--- config.mk ---
export PLATFORM = sky130hd
export DESIGN_NAME = mem_access_ctrl
export DESIGN_NICKNAME = d
export VERILOG_FILES = /design/src/rtl/mem_access_ctrl_pkg.sv /design/src/rtl/mem_lane_align.sv /design/src/rtl/mem_access_ctrl.sv
export SDC_FILE = /design/constraint.sdc
export NUM_CORES = 1
export LEC_CHECK = 0
export ABC_AREA = 1
export BUFFER_PORTS_ARGS = -buffer_cell sky130_fd_sc_hd__buf_2
export CORE_MARGIN = 1.5
export CORE_UTILIZATION = 51
export DETAILED_ROUTE_END_ITERATION = 10
export PLACE_DENSITY = 0.9
export SLEW_MARGIN = 10
export SYNTH_ARGS = -nofsm -noshare
export SYNTH_HDL_FRONTEND = slang
export SYNTH_SLANG_ARGS = --single-unit
--- constraint.sdc ---
create_clock -name clk -period 3 [get_ports clk]
set_clock_uncertainty 0.1 [all_clocks]
set_input_delay 0.75 -clock clk [delete_from_list [all_inputs] [get_ports clk]]
set_output_delay 0.75 -clock clk [all_outputs]
set_load 0.01 [all_outputs]
--- src/rtl/mem_access_ctrl_pkg.sv ---
// Shared definitions for the MEM-stage load/store sequencer: op codes,
// exception codes, FSM encoding, byte-lane constants and op classifiers.
package mem_access_defs;

  typedef enum logic [3:0] {
    OP_NOP = 4'd0,
    OP_LB  = 4'd1,
    OP_LBU = 4'd2,
    OP_LH  = 4'd3,
    OP_LHU = 4'd4,
    OP_LW  = 4'd5,
    OP_SB  = 4'd6,
    OP_SH  = 4'd7,
    OP_SW  = 4'd8
  } mem_op_e;

  typedef enum logic [1:0] {
    EXC_NONE = 2'd0,
    EXC_ADEL = 2'd1,
    EXC_ADES = 2'd2,
    EXC_BUS  = 2'd3
  } exc_code_e;

  typedef enum logic [1:0] {
    ST_IDLE = 2'd0,
    ST_REQ  = 2'd1,
    ST_DONE = 2'd2
  } state_e;

  // Big-endian lanes: byte offset 0 lives in sel[3] / data[31:24].
  localparam logic [3:0] SEL_B0 = 4'b1000;
  localparam logic [3:0] SEL_H0 = 4'b1100;
  localparam logic [3:0] SEL_H2 = 4'b0011;
  localparam logic [3:0] SEL_W  = 4'b1111;

  function automatic logic is_load(input logic [3:0] op);
    return (op >= OP_LB) && (op <= OP_LW);
  endfunction

  function automatic logic is_store(input logic [3:0] op);
    return (op >= OP_SB) && (op <= OP_SW);
  endfunction

  function automatic logic is_misaligned(input logic [3:0] op, input logic [1:0] off);
    logic r;
    r = 1'b0;
    case (op)
      OP_LH, OP_LHU, OP_SH: r = off[0];
      OP_LW, OP_SW:         r = (off != 2'b00);
      default:              r = 1'b0;
    endcase
    return r;
  endfunction

endpackage

--- src/rtl/mem_lane_align.sv ---
// Combinational byte-lane logic: select generation plus either store-data
// replication (LOAD=0) or load extraction with sign/zero extension (LOAD=1).
module mem_lane_align
  import mem_access_defs::*;
#(
  parameter bit LOAD = 1'b0
) (
  input  logic [3:0]  op,
  input  logic [1:0]  offset,
  input  logic [31:0] din,
  output logic [3:0]  sel,
  output logic [31:0] dout
);

  logic [7:0]  byte_s;
  logic [15:0] half_s;

  // Lane select and data positioning for one access.
  always_comb begin
    byte_s = 8'h00;
    half_s = 16'h0000;
    sel    = 4'b0000;
    dout   = 32'h0000_0000;
    case (offset)
      2'd0:    byte_s = din[31:24];
      2'd1:    byte_s = din[23:16];
      2'd2:    byte_s = din[15:8];
      default: byte_s = din[7:0];
    endcase
    if (offset[1]) half_s = din[15:0];
    else           half_s = din[31:16];
    case (op)
      OP_LB, OP_LBU, OP_SB: sel = SEL_B0 >> offset;
      OP_LH, OP_LHU, OP_SH: sel = offset[1] ? SEL_H2 : SEL_H0;
      OP_LW, OP_SW:         sel = SEL_W;
      default:              sel = 4'b0000;
    endcase
    if (LOAD) begin
      case (op)
        OP_LB:   dout = {{24{byte_s[7]}}, byte_s};
        OP_LBU:  dout = {24'h00_0000, byte_s};
        OP_LH:   dout = {{16{half_s[15]}}, half_s};
        OP_LHU:  dout = {16'h0000, half_s};
        OP_LW:   dout = din;
        default: dout = 32'h0000_0000;
      endcase
    end else begin
      // Stores replicate the source across lanes; sel picks the live ones.
      case (op)
        OP_SB:   dout = {4{din[7:0]}};
        OP_SH:   dout = {2{din[15:0]}};
        OP_SW:   dout = din;
        default: dout = 32'h0000_0000;
      endcase
    end
  end

endmodule

--- src/rtl/mem_access_ctrl.sv ---
// MEM-stage load/store sequencer: issues one RAM-adapter transaction per
// pipeline memory op, stalls until it completes, and reports address/bus faults.
module mem_access_ctrl
  import mem_access_defs::*;
#(
  parameter int unsigned TIMEOUT_CYCLES = 255
) (
  input  logic        clk,
  input  logic        rst,
  input  logic        mem_valid_i,
  input  logic [3:0]  mem_op_i,
  input  logic [31:0] mem_addr_i,
  input  logic [31:0] mem_wdata_i,
  input  logic        flush_i,
  output logic [31:0] ram_addr_o,
  output logic        ram_we_o,
  output logic [3:0]  ram_sel_o,
  output logic [31:0] ram_data_o,
  output logic        ram_ce_o,
  input  logic [31:0] ram_data_i,
  input  logic        ram_ready_i,
  output logic        stall_req_o,
  output logic        done_o,
  output logic [31:0] rdata_o,
  output logic        exc_o,
  output logic [1:0]  exc_code_o
);

  localparam logic [15:0] TO_LAST = 16'(TIMEOUT_CYCLES - 32'd1);

  state_e      state_r, state_nxt_s;
  logic [15:0] cnt_r;
  logic [3:0]  op_r;
  logic [1:0]  off_r;
  logic [31:0] addr_r, wdata_r, rdata_r;
  logic [3:0]  sel_r;
  logic        ce_r, we_r, done_r, exc_to_r;

  logic        op_ld_s, op_st_s, mis_s;
  logic        issue_s, mis_exc_s, ready_s, timeout_s;
  logic [3:0]  st_sel_s, unused_ld_sel_s;
  logic [31:0] st_data_s, ld_data_s;

  mem_lane_align #(.LOAD(1'b0)) u_store_align (
    .op     (mem_op_i),
    .offset (mem_addr_i[1:0]),
    .din    (mem_wdata_i),
    .sel    (st_sel_s),
    .dout   (st_data_s)
  );

  mem_lane_align #(.LOAD(1'b1)) u_load_align (
    .op     (op_r),
    .offset (off_r),
    .din    (ram_data_i),
    .sel    (unused_ld_sel_s),
    .dout   (ld_data_s)
  );

  // Next-state decode; the cycle after a timeout never reissues the faulting op.
  always_comb begin
    op_ld_s     = is_load(mem_op_i);
    op_st_s     = is_store(mem_op_i);
    mis_s       = is_misaligned(mem_op_i, mem_addr_i[1:0]);
    issue_s     = 1'b0;
    mis_exc_s   = 1'b0;
    ready_s     = 1'b0;
    timeout_s   = 1'b0;
    state_nxt_s = state_r;
    case (state_r)
      ST_IDLE: begin
        if (!rst || flush_i || exc_to_r || !mem_valid_i || !(op_ld_s || op_st_s)) begin
          state_nxt_s = ST_IDLE;
        end else if (mis_s) begin
          mis_exc_s = 1'b1;
        end else begin
          issue_s     = 1'b1;
          state_nxt_s = ST_REQ;
        end
      end
      ST_REQ: begin
        if (flush_i) begin
          state_nxt_s = ST_IDLE;
        end else if (ram_ready_i) begin
          ready_s     = 1'b1;
          state_nxt_s = ST_DONE;
        end else if (cnt_r == TO_LAST) begin
          timeout_s   = 1'b1;
          state_nxt_s = ST_IDLE;
        end else begin
          state_nxt_s = ST_REQ;
        end
      end
      ST_DONE: state_nxt_s = ST_IDLE;
      default: state_nxt_s = ST_IDLE;
    endcase
  end

  // State, latched request, wait counter and result registers.
  always_ff @(posedge clk or negedge rst) begin
    if (!rst) begin
      state_r  <= ST_IDLE;
      cnt_r    <= 16'd0;
      op_r     <= 4'd0;
      off_r    <= 2'd0;
      addr_r   <= 32'h0000_0000;
      wdata_r  <= 32'h0000_0000;
      rdata_r  <= 32'h0000_0000;
      sel_r    <= 4'b0000;
      ce_r     <= 1'b0;
      we_r     <= 1'b0;
      done_r   <= 1'b0;
      exc_to_r <= 1'b0;
    end else begin
      state_r  <= state_nxt_s;
      done_r   <= ready_s;
      exc_to_r <= timeout_s;
      if (issue_s) begin
        addr_r  <= {mem_addr_i[31:2], 2'b00};
        we_r    <= op_st_s;
        sel_r   <= st_sel_s;
        wdata_r <= st_data_s;
        op_r    <= mem_op_i;
        off_r   <= mem_addr_i[1:0];
        ce_r    <= 1'b1;
        cnt_r   <= 16'd0;
      end else if ((state_r == ST_REQ) && (state_nxt_s == ST_REQ)) begin
        ce_r    <= 1'b1;
        cnt_r   <= cnt_r + 16'd1;
      end else begin
        ce_r    <= 1'b0;
        cnt_r   <= 16'd0;
      end
      if (ready_s) rdata_r <= we_r ? 32'h0000_0000 : ld_data_s;
      else         rdata_r <= rdata_r;
    end
  end

  // Stall and exception outputs; misalignment is reported in the issuing cycle.
  always_comb begin
    stall_req_o = (state_r == ST_REQ) || issue_s;
    exc_o       = exc_to_r || mis_exc_s;
    if (exc_to_r)       exc_code_o = EXC_BUS;
    else if (mis_exc_s) exc_code_o = op_st_s ? EXC_ADES : EXC_ADEL;
    else                exc_code_o = EXC_NONE;
  end

  assign ram_addr_o = addr_r;
  assign ram_we_o   = we_r;
  assign ram_sel_o  = sel_r;
  assign ram_data_o = wdata_r;
  assign ram_ce_o   = ce_r;
  assign done_o     = done_r;
  assign rdata_o    = rdata_r;

endmodule

---- Word level (Yosys, flattened, before mapping) ----
Index checks and enable logic that the tools add are counted.
cells by class
  add/sub/neg operators ................... 1
  multipliers ............................. 0
  divide/modulo/power cells ............... 0
  order comparisons ....................... 4
  equality and inequality tests ........... 18
  shift-type cells ........................ 1
  muxes and demuxes ....................... 34
  bitwise logic cells ..................... 0
  reduce and logical (&&, ||, !) cells .... 19
operators with widths
  cell                                                                number
  one-hot mux 32 bit (5 select lines)                                 1
  one-hot mux 32 bit (3 select lines)                                 1
  two-way mux 16 bit                                                  3
  two-way mux 32 bit                                                  1
  == test 4 x 3 -> 1 bit (second input constant)                      6
  one-hot mux 8 bit (3 select lines)                                  1
  adder 16 x 1 -> 16 bit (second input constant)                      1
  == test 16 x 8 -> 1 bit (second input constant)                     1
  == test 4 x 2 -> 1 bit (second input constant)                      4
  two-way mux 1 bit                                                   16
  two-way mux 2 bit                                                   7
  one-hot mux 4 bit (3 select lines)                                  1
  == test 4 x 1 -> 1 bit (second input constant)                      2
  logical OR 1 bit                                                    7
  == test 2 x 1 -> 1 bit (second input constant)                      3
  OR reduction 3 bit                                                  2
  == test 4 bit (second input constant)                               1
  greater-or-equal comparator 4 x 1 -> 1 bit (second input constant)  1
  greater-or-equal comparator 4 x 3 -> 1 bit (second input constant)  1
  <= comparator 4 x 3 -> 1 bit (second input constant)                1
  <= comparator 4 bit (second input constant)                         1
  zero test 2 bit                                                     2
  two-way mux 4 bit                                                   1
  one-hot mux 2 bit (2 select lines)                                  1
  7 further kinds                                                     11
word-level totals
  register bits after elaboration ......... 126
  bits in latches ......................... 0
  memory bits (writable) .................. 0
  bits in read-only memories .............. 0
  logic and storage cells ................. 89
  memories kept ........................... 0

---- Logic depth before layout (Yosys ltp) ----
  depth in word-level cells ............... 11
  depth in mapped cells ................... 12
  gate-level depth less buffers ........... 10

---- By module ----
From an unflattened synthesis, not the netlist that was laid out.
unflattened totals
  cells, all modules ...................... 1061
  area total of the unflattened synthesis .. 7557.2 µm²
modules (own cells, without submodules)
  module                           times used  cells an instance  area an instance (µm²)  seq. area each (µm²)
  mem_access_ctrl                  1           704                5850.6                  3153.0
  mem_lane_align at u_load_align   1           232                1134.8                  0.0
  mem_lane_align at u_store_align  1           125                571.8                   0.0

---- Worst setup path after synthesis ----
OpenSTA, ideal clock, no wires.
  path type ............................... in2out
  from .................................... in mem_op_i[1]
  to ...................................... out stall_req_o
  arrival time ............................ 1.830 ns
  required time ........................... 2.150 ns
  path slack .............................. 0.320 ns
  stages on the path ...................... 11
  buffers on the path ..................... 3
  path through ............................ buf_2 nor2_1 nand2_1 nand2_1 nand2_1 nand2_1 nor2_4 inv_2 buf_6 buf_6 nand2_1
between the ends
  word-level cells in the longest chain between the ends .. 8
  elaborated cells on any way between the ends .. 21
  classes of those cells .................. order compare: 4; eq/ne: 5; mux: 4; reduce/logical: 8
RTL lines
  item                                                                      line                                                  text
  from (decl)                                                               mem_access_ctrl.sv:11                                 input logic [3:0] mem_op_i,
  greater-or-equal comparator 4 x 1 -> 1 bit, or another cell as far along  mem_access_ctrl_pkg.sv:37                             return (op >= OP_LB) && (op <= OP_LW);
  logical AND 1 bit, on equally long branches                               mem_access_ctrl_pkg.sv:37, mem_access_ctrl_pkg.sv:41
  logical OR 1 bit                                                          mem_access_ctrl.sv:72                                 if (!rst || flush_i || exc_to_r || !mem_valid_i || !(op_ld_s || op_st_s)) begin
  zero test 1 bit                                                           mem_access_ctrl.sv:72
  logical OR 1 bit                                                          mem_access_ctrl.sv:72
  two-way mux 1 bit (*)                                                     mem_access_ctrl.sv:72
  two-way mux 1 bit (*)                                                     mem_access_ctrl.sv:70                                 case (state_r)
  logical OR 1 bit (*)                                                      mem_access_ctrl.sv:141                                stall_req_o = (state_r == ST_REQ) || issue_s;
  to (decl)                                                                 mem_access_ctrl.sv:22                                 output logic stall_req_o,
Mark *: on every way between the ends. The rest lies on a longest branch, timed or not.

---- Final worst setup path ----
  from .................................... in mem_op_i[2]
  to ...................................... out exc_code_o[1]
between the ends
  word-level cells in the longest chain between the ends .. 9
  elaborated cells on any way between the ends .. 23
  classes of those cells .................. order compare: 4; eq/ne: 5; mux: 7; reduce/logical: 7
RTL lines
  item                                                                      line                                                  text
  greater-or-equal comparator 4 x 1 -> 1 bit, or another cell as far along  mem_access_ctrl_pkg.sv:37
  logical AND 1 bit, on equally long branches                               mem_access_ctrl_pkg.sv:37, mem_access_ctrl_pkg.sv:41
  logical OR 1 bit                                                          mem_access_ctrl.sv:72
  zero test 1 bit                                                           mem_access_ctrl.sv:72
  logical OR 1 bit                                                          mem_access_ctrl.sv:72
  two-way mux 1 bit                                                         mem_access_ctrl.sv:72
  two-way mux 1 bit                                                         mem_access_ctrl.sv:70
  two-way mux 2 bit (*)                                                     mem_access_ctrl.sv:144                                else if (mis_exc_s) exc_code_o = op_st_s ? EXC_ADES : EXC_ADEL;
  two-way mux 2 bit (*)                                                     mem_access_ctrl.sv:143                                if (exc_to_r) exc_code_o = EXC_BUS;
  to (decl)                                                                 mem_access_ctrl.sv:26                                 output logic [1:0] exc_code_o
Marked as above.

==> reports/metrics.yaml <==
die_y_um: 115.3
worstPathArrival_ns: 1.91
final_core_util: 0.6734
cts_tree: "done"
fmax_mhz: 362.4
syn2layout_area_growth_pct: 27.36
overflow: 0
syn_avg_cell_area_um2: 7.012
crit_chain: "buf_2, inv_1, nor2_1, nand2_1, nand2_1, nand2_1, nand2_1, nand2_1, o21ai_0, buf_2"
syn_area_mm2: 0.006430
power_density_mw_per_mm2: 639.2
r2r-end: "rdata_o[23]$_DFFE_PN0P_"
ys_types: 25
cts_max_level: 4
rows: 40
ys_top_cells_by_area: "dfrtp_1, nand2_1, nand3_1"
grt_pass1_wl_um: 27520
die_w_um: 115.3
netlist_instances: 917
ys_seq_elements: 126
initial_utilization: 0.5287
cp_max_fo: 4
ir_drop_v: 0.0003579
rsz0062_at_grt: "no"
crit_type: "in2out"
seq_area_frac_synth: 0.4904
vias: 6536
cts_max_path_buffers: 2
die_area_mm2: 0.01329
cp_top_family: "simple AND/OR/NAND/NOR gates"
crit_top_cell: "nand2_1"
port_buffers: 209
cts_setup_buffers: 0
firstDrtPassIters: 5
pin_count: 212
reg2reg_depth: 8
crit_end: "exc_code_o[1]"
synth_flop_cell: "dfrtp_1"
critical_path.slowest_cell: "nor2_1"
cts.sinks: 126
grt_max_degree: 81
gp_congestion: 0.8801
yosys_warnings: 0
ctsHoldBuffers: 0
setup-tns-final_ns: 0
core_area_mm2: 0.01216
critPathMaxStageDelay_ns: 0.20
timing.rr.start: "off_r[0]$_DFFE_PN0P_"
cts_resized: 0
worst_setup_path_end_kind: "output pin"
grt_use_total: 0.2660
cp_num_buf_inv: 3
outcome: "finished, final reports clean"
clkTransAtPathRegs_ns: 0.05
async_reset_ff_frac: 1.000
vias_per_cell: 5.032
finalMaxSlewViolations: 0
worst_ep_required_time_ns: 2.15
cts_made_buffers: 17
stdcell_area_mm2: 0.008189
max_cap_viol_count: 0
diodes: 0
r2r_setup_slack_ns: 0.96
p_leak_nw: 4.950
antenna_found_initial: 1
dp_hpwl_um: 12560
final_antenna_net_count: 0
synth-edff-count: 0
grt_pass1_vias: 5933
synth_most_common_cell: "nand2_1"
root_buffer: "clkbuf_16"
hold_class: "reg2reg"
min_period_ns: 2.759
wl_per_cell_um: 13.62
timing.final.setup_violations: 0
worstMarginPinSlew_ns: 0.9221
maxSlewHeadroom: 0.3846
dpl_cell_area_mm2: 0.007579
first_iter_violations: 539
clock_latency_ns: 0.41
hold_viol: 0
cp-startpoint: "mem_op_i[2]"
nNetsFinal: 1225
synth_top_area_frac: 0.4904
crit_cells: 10
route.detailed.drc: 0
fin_crit_sh: 0.9197
critPathLaunchType: "primary input"
drive_above_1_share: 0.2272
synth_commonest_cells: "nand2_1, dfrtp_1, nor2_1"
synth_top_cell_by_area: "dfrtp_1"
wirelength_um: 17690
totalPowerFinal_mw: 5.235
==> worst min-delay path by stage <==
stage          depth (start not counted)  slack (ns)                         end                       start
3_3_place_gp                           2        0.35  ram_addr_o[19]$_DFFE_PN0P_  ram_addr_o[19]$_DFFE_PN0P_
6_report                               2        0.36    ram_sel_o[1]$_DFFE_PN0P_    ram_sel_o[1]$_DFFE_PN0P_
3_5_place_dp                           2        0.35  ram_addr_o[19]$_DFFE_PN0P_  ram_addr_o[19]$_DFFE_PN0P_
4_1_cts                                2        0.37   ram_addr_o[5]$_DFFE_PN0P_   ram_addr_o[5]$_DFFE_PN0P_
5_1_grt                                2        0.38   ram_addr_o[2]$_DFFE_PN0P_   ram_addr_o[2]$_DFFE_PN0P_
2_1_floorplan                          0        0.35          cnt_r[0]$_DFF_PN0_                         rst
==> sequential cells by signal (all words and copies together), names as in the netlist <==
signal      count
ram_data_o     32
rdata_o        32
ram_addr_o     30
cnt_r          16
op_r            4
ram_sel_o       4
off_r           2
state_r         2
done_o          1
exc_to_r        1
ram_ce_o        1
ram_we_o        1
==> power by group <==
group / switching, mW / leakage, nW / internal (mW)
clock network: 0.740 / 0.292 / 1.37
logic: 0.681 / 2.97 / 0.390
registers: 0.138 / 1.69 / 1.92
==> tightest hold or removal path, stage by stage (launching register included) <==
cell and delay, ns:
dfrtp_1 0.33, nand2_1 0.05, nand2_1 0.04
==> cell usage in the layout, fill, tap and decap left out, drive strengths merged <==
cell type  instances
o21ai             44
a21oi             12
o21bai             1
clkinvlp           3
clkbuf            22
xnor2              2
bufinv             3
conb               2
nor2              77
nand4              7
ha                 2
nand2            468
nand3             63
and3               1
dfrtp            126
clkinv             4
inv               60
buf              220
xor2               5
nor3               9
==> logic make-up (layout without fill, tap and decap cells) <==
kind of cell,Yosys count,after routing,share of synthesized area
adder cells (fa/ha/maj),2,2,0.003891
other,1,2,0.0005832
AND/OR/NAND/NOR,625,625,0.3847
buffers and inverters,99,312,0.06558
flip-flops,126,126,0.4904
AO/OA/AOI/OAI,57,57,0.04534
XOR/XNOR,7,7,0.009535
==> area by class of cell <==
| type | instances | area (um^2) |
|---|---|---|
| Clock buffer | 22 | 474.2 |
| Clock inverter | 10 | 136.4 |
| Fill cell | 1033 | 3973 |
| Inverter | 60 | 225.2 |
| Multi-Input combinational cell | 693 | 2859 |
| Sequential cell | 126 | 3153 |
| Tap cell | 168 | 210.2 |
| Timing Repair Buffer | 220 | 1131 |
==> metrics by stage <==
step	std cells	hold WS, ns	worst slack, ns
finish	1299	0.3624	0.2409
floorplan	918	0.3544	0.3200
detailed placement	1267	0.3529	0.2763
global placement	1267	0.3488	0.3987
CTS	1299	0.3669	0.2775
global route	1299	0.3813	0.1366
==> metal layers <==
layer,global-route usage,share of wire
met5,0,0.00068
met4,0.1070,0.022
met3,0.06747,0.082
met2,0.4544,0.50
met1,0.3232,0.40
No activity file was read; power rests on OpenSTA's default activity.
